[src/rtl/fc_layer_scheduler.sv]
// fc_layer_scheduler: sequences fully-connected layer engines over one shared memory port
module fc_layer_scheduler #(
    parameter int NUM_LAYERS = 3,
    parameter int AW         = 16,
    parameter int DW         = 16,
    parameter int TIMEOUT    = 65535
) (
    input  logic                     clk,
    input  logic                     reset_n,
    input  logic                     start,
    input  logic                     cfg_we,
    input  logic [2:0]               cfg_idx,
    input  logic [AW-1:0]            cfg_base,
    output logic [NUM_LAYERS-1:0]    lyr_enable,
    input  logic [NUM_LAYERS-1:0]    lyr_we,
    input  logic [NUM_LAYERS*AW-1:0] lyr_addr,
    input  logic [NUM_LAYERS*DW-1:0] lyr_out,
    input  logic [NUM_LAYERS-1:0]    lyr_com_end,
    input  logic [NUM_LAYERS-1:0]    lyr_layer_end,
    input  logic [DW-1:0]            mem_rdata,
    output logic [DW-1:0]            lyr_in,
    output logic [AW-1:0]            mem_addr,
    output logic                     mem_we,
    output logic [DW-1:0]            mem_wdata,
    output logic                     busy,
    output logic [2:0]               cur_layer,
    output logic                     done,
    output logic                     err,
    output logic [31:0]              run_cycles
);
    typedef enum logic [2:0] {IDLE, RUN, GAP, DONE, ERR} state_t;

    state_t        state;
    logic [AW-1:0] base [8];
    logic [31:0]   wdog;

    // Engine vectors padded to the full 3-bit index space so cur_layer selects cleanly
    logic [7:0]      we_pad;
    logic [7:0]      end_pad;
    logic [8*AW-1:0] addr_pad;
    logic [8*DW-1:0] out_pad;
    logic            cur_we;
    logic            cur_end;
    logic [AW-1:0]   cur_addr;
    logic [DW-1:0]   cur_out;
    logic            running;
    logic            unused_com_end;

    assign unused_com_end = ^lyr_com_end;
    assign we_pad   = 8'(lyr_we);
    assign end_pad  = 8'(lyr_layer_end);
    assign addr_pad = (8*AW)'(lyr_addr);
    assign out_pad  = (8*DW)'(lyr_out);

    // Select the active engine's signals and drive the shared port only while it runs
    always_comb begin
        cur_we     = we_pad[cur_layer];
        cur_end    = end_pad[cur_layer];
        cur_addr   = addr_pad[cur_layer*AW +: AW];
        cur_out    = out_pad[cur_layer*DW +: DW];
        running    = (state == RUN);
        lyr_enable = (running && !cur_end) ? NUM_LAYERS'(1) << cur_layer : '0;
        mem_addr   = running ? base[cur_layer] + cur_addr : '0;
        mem_we     = running ? cur_we : 1'b0;
        mem_wdata  = running ? cur_out : '0;
        lyr_in     = mem_rdata;
    end

    // Sequencer FSM with registered status outputs, base registers and watchdog
    always_ff @(posedge clk or negedge reset_n) begin
        if (!reset_n) begin
            state      <= IDLE;
            for (int i = 0; i < 8; i++) base[i] <= '0;
            cur_layer  <= '0;
            busy       <= 1'b0;
            done       <= 1'b0;
            err        <= 1'b0;
            run_cycles <= '0;
            wdog       <= '0;
        end else begin
            case (state)
                IDLE: begin
                    if (cfg_we && {29'd0, cfg_idx} < 32'(NUM_LAYERS)) base[cfg_idx] <= cfg_base;
                    if (start) begin
                        state      <= RUN;
                        cur_layer  <= '0;
                        busy       <= 1'b1;
                        err        <= 1'b0;
                        run_cycles <= '0;
                        wdog       <= '0;
                    end
                end
                RUN: begin
                    wdog <= wdog + 32'd1;
                    if (run_cycles != '1) run_cycles <= run_cycles + 32'd1;
                    if (cur_end) state <= GAP;
                    else if (wdog == 32'(TIMEOUT - 1)) begin
                        state <= ERR;
                        err   <= 1'b1;
                    end
                end
                GAP: begin
                    wdog <= '0;
                    if (cur_layer == 3'(NUM_LAYERS - 1)) begin
                        state <= DONE;
                        done  <= 1'b1;
                    end else begin
                        cur_layer <= cur_layer + 3'd1;
                        state     <= RUN;
                    end
                end
                DONE: begin
                    done  <= 1'b0;
                    busy  <= 1'b0;
                    state <= IDLE;
                end
                ERR: begin
                    busy  <= 1'b0;
                    state <= IDLE;
                end
                default: state <= IDLE;
            endcase
        end
    end
endmodule

[config.mk]
export PLATFORM = sky130hd
export DESIGN_NAME = fc_layer_scheduler
export DESIGN_NICKNAME = d
export VERILOG_FILES = /design/src/rtl/fc_layer_scheduler.sv
export SDC_FILE = /design/constraint.sdc
export NUM_CORES = 1
export LEC_CHECK = 0
export ABC_AREA = 1
export BUFFER_PORTS_ARGS = -buffer_cell sky130_fd_sc_hd__buf_4
export CORE_MARGIN = 2
export CORE_UTILIZATION = 40
export DETAILED_ROUTE_END_ITERATION = 10
export GPL_TIMING_DRIVEN = 0
export HOLD_SLACK_MARGIN = 0.12
export PLACE_DENSITY_LB_ADDON = 0.05
export SYNTH_ARGS = -nofsm -noshare
export SYNTH_HDL_FRONTEND = slang
export SYNTH_SLANG_ARGS = --single-unit
[constraint.sdc]
create_clock -name clk -period 4.2 [get_ports clk]
set_input_delay 0.84 -clock clk [delete_from_list [all_inputs] [get_ports clk]]
set_output_delay 0.84 -clock clk [all_outputs]
set_load 0.1 [all_outputs]
==> results by group, run 1 <==
Run status
  • Status: complete, no violations

Worst setup path
  • Critical R2R Launch: run_cycles[0]
  • CP Class: reg -> out
  • R2r endpoint: run_cycles[15]
  • R2r setup slk: 2170 ps
  • Worst Setup EP: mem_addr[15]
  • Critical path peak fanout: 10
  • Critical path launch point: cur_layer[0]
  • R2R depth: 10
  • Worst EP required: 3360 ps
  • Crit path launch type: flop
  • Crit end category: primary output
  • Arrival @ worst endpoint: approximately 3300 ps

Global route
  • First-pass GRT wire length: 60800 um
  • Congestion Overflow GR: 0
  • Largest net degree at the start of global routing: 111
  • Total GRT Usage: 0.250
  • Initial antenna violation count: 1
  • Vias in the first global route: 11.1k

STA
  • Setup WS post-layout: 78.9 ps
  • Final setup TNS: 0 ps
  • Final min period: approximately 4000 ps
  • Max Clock Skew: 5.89 ps
  • RSZ-0062 raised after global routing: true
  • Slew HR: 0.490
  • Setup Viol. Count Final: 0
  • Worst-margin pin slew: between 700 and 800 ps
  • Final Max Slew Viols: 0
  • Period utilization: 0.981
  • Hold Vio Cnt, Final: 0
  • Fmax: 243 MHz

Clock tree
  • H-Tree Depth: 1
  • Root Driver: clkbuf_16
  • CTS Buffer Depth: 3
  • Clock sink count: 201
  • Num CTS Buffers: 24
  • Clock Latency Late Sink: ~530 ps
  • Clock-pin slew on the worst setup and hold paths: approximately 60 ps
  • TritonCTS clock tree: yes

Routing
  • Initial DRC count: 693
  • DRC Markers: 0
  • Routed Antenna Nets: 0
  • DR WL/cell: 17.0 um
  • Drt first pass iters: 6
  • Total number of vias: 11.5k
  • Post-Route WL: 39000 um
  • Mean number of vias per cell: 5.01

Synthesis
  • Seq/Total Area, Yosys: 0.426
  • Synth Area in Compound Gates: 0.140
  • Syn Nets: 1807
  • Synth Area in Adders: 0.0250
  • Count of different cell masters after synthesis: between 40 and 50
  • XOR/XNOR Fraction of Synth Area: 0.0178
  • Post-synth EDFFs: 0
  • Yosys warnings: 0
  • Multiplexer share of the synthesized area: 0
  • Synth async-reset ratio: 1.00
  • Avg Cell Area, Syn: between 7 and 8 um^2
  • Synth Area in Simple Gates: 0.293
  • Yosys reg bits: 201
  • Combinational family with the most area after synthesis: simple AND/OR/NAND/NOR gates
  • Post-Syn Area: 0.0118 mm^2
  • Mapped Cells: 1640
  • Most used DFF post-synth: dfrtp_1

Finish
  • Fin cells: 2296
  • Synth-to-Final Area Change: 32.7%
  • Final #Nets: 2062
  • Share of layout cells above drive strength 1: 0.259

Placement
  • Post-DP HPWL: 29100 um
  • PortBufs: 214
  • Routability Congestion: slightly above 0.9
  • Placed cell count: 2239
  • Setup WS pre-CTS: -329 ps

Power
  • LEAKAGE: approximately 7.6 nW
  • Peak VDD IR: 0.766 mV
  • Cell Pwr Density: 918 mW/mm^2

Hold path
  • Min-delay worst type: in -> async

Floorplanning
  • Die Ht: 176 um
  • Die area: roughly 0.031 mm^2
  • Row cnt: just over 60
  • Starting Density: 0.409
  • Ports: 234
  • Core area: between 0.02 and 0.03 mm^2
  • Die W: 176 um

Job
  • Max-Cap Viols: 0
cell usage in the layout (no fill, tap or decap), drive strengths merged:
| cell | instances |
|---|---|
| buf | 279 |
| nor2 | 257 |
| clkinv | 6 |
| nor3 | 17 |
| a21oi | 46 |
| xor2 | 16 |
| xnor2 | 8 |
| o21bai | 5 |
| clkinvlp | 2 |
| ha | 22 |
| and2 | 2 |
| nand3b | 6 |
| dfrtp | 201 |
| nand4 | 12 |
| o22ai | 39 |
| clkbuf | 138 |
| inv | 120 |
| diode | 1 |
| a2bb2oi | 17 |
| nand3 | 91 |
| bufinv | 2 |
| nand2 | 431 |
| o21ai | 185 |
| o21a | 2 |
| fa | 1 |
| or2 | 3 |
| and3 | 3 |
through the flow:
| stage | cell area [um^2] | total power, mW | utilization | hold WS, ps |
|---|---|---|---|---|
| after floorplan | 11900 | 8.94 | - | 424 |
| after global placement | 14000 | 11.0 | 0.485 | 434 |
| after detailed placement | 14000 | 11.1 | 0.486 | 441 |
| after CTS | 15300 | 13.8 | 0.530 | 363 |
| after global routing | 15700 | 15.1 | 0.543 | 378 |
| final | 15700 | 14.4 | 0.543 | 317 |
synth_stat cells (19+ instances only):
cell type / number / area (um^2)
o22ai_1: 39 / 244
a21oi_1: 46 / 230
ha_1: 22 / 275
clkbuf_1: 112 / 420
nor2_1: 244 / 916
nand2_1: 409 / 1540
buf_2: 20 / 100
nand2_2: 19 / 119
dfrtp_1: 201 / 5030
inv_1: 111 / 417
nand3_1: 88 / 440
o21ai_0: 169 / 846
what timing repair did:
action	4_1_cts	5_1_grt
cloned	1	0
hold buffers	0	0
setup endpoints to repair	16	12
gates resized for setup	117	100
setup buffers	9	5
pin swaps	9	31
endpoints found under the hold margin	0	0
layer usage:
| layer | vias to the layer above | track usage | share of wire |
|---|---|---|---|
| met2 | 259 | 0.427 | 0.48 |
| met3 | 52 | 0.0327 | 0.045 |
| met1 | 5449 | 0.337 | 0.45 |
| li1 | 5752 | - | - |
| met4 | 0 | 0.0623 | 0.025 |
| met5 | - | 0 | 0 |
registers in the layout, indices dropped and copies added, names as in the netlist:
register,cells
base,128
run_cycles,32
wdog,32
cur_layer,3
state,3
busy,1
done,1
err,1
report_power, final:
part / switching, mW / leakage [nW] / total [mW] / internal, mW
combinational: 6.72 / 4.45 / 9.56 / 2.84
clock: 0.858 / 0.397 / 2.13 / 1.28
sequential: 0.388 / 2.74 / 2.69 / 2.30
total: 7.97 / 7.59 / 14.4 / 6.42
logic make-up (layout without fill, tap and decap cells):
kind of cell             Yosys count  after routing
AO/OA/AOI/OAI                    294            294
XOR/XNOR                          24             24
other                              0              1
adder cells (fa/ha/maj)           23             23
flip-flops                       201            201
buffers and inverters            276            547
AND/OR/NAND/NOR                  822            822
how the worst min path moves through the flow:
stage,cells past startpoint,endpoint,start,slack (ps)
floorplan,1,base[16],base[16],420
global placement,1,base[27],base[27],430
detailed placement,1,base[43],base[43],440
CTS,1,wdog[29],reset_n,360
global route,1,wdog[29],reset_n,380
finish,1,wdog[21],reset_n,320
cell type report:
cell class	instances	area, um^2
antenna	1	2.50
inverter	120	457
sequential	201	5030
multi-input combinational	1163	6080
clock inverter	10	120
timing repair buffer	230	1860
fill	2805	13200
clock buffer	32	691
tap	384	480
buffer	155	945
critical path: stages, from the launching register on:
cell and delay [ps]:
dfrtp_4 540, inv_4 90, nand2_1 60, inv_2 150, buf_4 210, nand2_1 70, a21oi_1 330, ha_4 290
nand2_1 90, nand2_1 50, nand2_1 70, nand2_2 70, a21oi_2 150, nand2_2 90, nand2_1 80, nand2_2 60
nor2_4 150, buf_12 190
Note: power is estimated with default switching activity, not from simulation.
==> run 2, diff against run 1 <==
--- a/config.mk
+++ b/config.mk
@@ -13,6 +13,7 @@
 export GPL_TIMING_DRIVEN = 0
 export HOLD_SLACK_MARGIN = 0.12
 export PLACE_DENSITY_LB_ADDON = 0.05
+export RECOVER_POWER = 100
 export SYNTH_ARGS = -nofsm -noshare
 export SYNTH_HDL_FRONTEND = slang
 export SYNTH_SLANG_ARGS = --single-unit
==> run 2 against run 1 <==
The flow now finishes with violations (max-capacitance violations, max-slew violations). Hold slack better by 130 ps. First-iteration DRC count is 1.7% higher. Critical path depth stayed put. Sequential power about the same. Sequential share of layout area about the same. Clock skew about the same. Critical path type unchanged. Critical endpoint unchanged. Largest cell class unchanged.
==> results by group, run 2 (synthesis gave the netlist of run 1 again) <==
Placement
  • Placed cell count: 2239
  • Post-DP HPWL: 29100 um
  • PortBufs: between 200 and 250
  • Routability Congestion: 0.912

Floorplanning
  • Ports: between 200 and 250
  • Die area: ~0.031 mm^2
  • Die Ht: approximately 180 um
  • Starting Density: 0.409
  • Core area: a little under 0.03 mm^2
  • Die W: 176 um
  • Row cnt: 62

Power
  • Clock group share of total power: 0.148
  • Cell Int Power: 6.41 mW
  • Cell Pwr Density: just over 900 mW/mm^2
  • LEAKAGE: 7.58 nW
  • Sw Ratio: 0.554
  • Sequential share of power: 0.187
  • Peak VDD IR: 0.767 mV
  • Combinational share of power: 0.665
  • Switching power of the nets: about 8 mW

Clock tree
  • Hold-fix buffers, CTS: 0
  • Clock sink count: 201
  • CTS Buffer Depth: 3
  • TritonCTS clock tree: yes
  • Root Driver: clkbuf_16
  • H-Tree Depth: 1
  • Num CTS Buffers: 24
  • Clock Latency Late Sink: 530 ps
  • Clock-pin slew on the worst setup and hold paths: about 60 ps

Worst setup path
  • Critical path peak fanout: 10
  • Crit end category: primary output
  • CP Class: reg -> out
  • Arrival @ worst endpoint: approximately 3300 ps
  • Worst EP required: 3360 ps
  • Crit path launch type: flop

STA
  • Fmax: 242 MHz
  • Slew HR: -0.652
  • Final Max Slew Viols: 92
  • Worst-margin pin slew: 2480 ps
  • Max Clock Skew: between 6 and 7 ps
  • Final setup TNS: 0 ps
  • RSZ-0062 raised after global routing: true
  • Final min period: 4130 ps
  • Setup Viol. Count Final: 0
  • Hold Vio Cnt, Final: 0
  • Period utilization: 0.983

Global route
  • Congestion Overflow GR: 0
  • Total GRT Usage: 0.250
  • Initial antenna violation count: 1
  • Largest net degree at the start of global routing: 111
  • First-pass GRT wire length: 60800 um
  • Vias in the first global route: between 10k and 15k

Job
  • Max-Cap Viols: 1

Routing
  • Total number of vias: 11.5k
  • DRC Markers: 0
  • Mean number of vias per cell: 5.01
  • Initial DRC count: 705
  • Post-Route WL: 39000 um
  • Drt first pass iters: 8
  • DR WL/cell: 17.0 um
  • Routed Antenna Nets: 0

Finish
  • Biggest regs: base (128), run_cycles (32), wdog (32)
  • Synth-to-Final Area Change: 32.5%
  • Reg with most FFs: base
  • Final #Nets: 2062
  • Most common cell after layout, fill and taps aside: nand2_1
  • Max reg flops: approximately 130
  • Most frequent cells in the layout: nand2_1, buf_4, nor2_1, dfrtp_1, o21ai_0
  • Share of layout cells above drive strength 1: 0.258
  • Fin cells: 2296

Hold path
  • Min-delay worst type: reg -> reg

Run status
  • Status: finished, violations left
  • Failing checks: max-capacitance violations, max-slew violations
run 2: final timing paths:
kind	startpoint	to	slack (ps)	depth (start not counted)
max in group asynchronous	reset_n	cur_layer[0]	1350	1
hold reg to reg	base[43]	base[43]	450	1
setup / recovery	cur_layer[0]	mem_addr[15]	70	17
min in group asynchronous	reset_n	wdog[21]	1040	1
hold / removal	base[43]	base[43]	450	1
setup reg to reg	state[0]	wdog[13]	1940	9
run 2: layout make-up:
type	count	area, um^2
multi-input combinational	1163	6070
tap	384	480
inverter	120	457
clock buffer	32	691
sequential	201	5030
antenna	1	2.50
clock inverter	10	120
buffer	155	945
timing repair buffer	230	1850
fill	2807	13200
run 2: power by group through the flow:
stage / Sequential, mW / Clock (mW) / Combinational [mW]
after detailed placement: 2.71 / 0 / 8.40
after CTS: 2.68 / 2.17 / 8.92
final: 2.69 / 2.13 / 9.55
after global routing: 2.75 / 2.24 / 10.1
after floorplan: 3.58 / 0 / 5.36
after global placement: 2.70 / 0 / 8.34
run 2: worst max-delay path, stage by stage, from the launching register on:
cell and delay [ps]:
dfrtp_4 550, inv_4 90, nand2_1 60, inv_2 150
buf_4 210, nand2_1 70, a21oi_1 330, ha_4 290
nand2_1 90, nand2_1 50, nand2_1 70, nand2_2 70
a21oi_2 150, nand2_2 90, nand2_1 80, nand2_2 60
nor2_4 150, buf_12 190
run 2: per-layer routing:
| metal | vias up | GRT usage | wire length (um) |
|---|---|---|---|
| met2 | 264 | 0.427 | 18800 |
| met3 | 50 | 0.0327 | 1730 |
| met4 | 0 | 0.0623 | 952 |
| li1 | 5756 | - | - |
| met1 | 5438 | 0.337 | 17500 |
| met5 | - | 0 | 0 |
run 2: what timing repair did:
item	CTS	global route
buffers inserted	9	5
pin swaps	9	31
cloned	1	0
resized for setup	117	100
endpoints found under the setup margin	16	12
run 2: metrics by stage:
stage	instance area (um^2)	setup slack [ps]	utilization	hold WS (ps)	total power [mW]
after CTS	15300	3.21	0.530	363	13.8
final	15700	70.5	0.542	449	14.4
after global placement	14000	-315	0.485	434	11.0
after detailed placement	14000	-329	0.486	441	11.1
after floorplan	11900	-98.4	-	424	8.94
after global routing	15700	-86.0	0.542	467	15.1
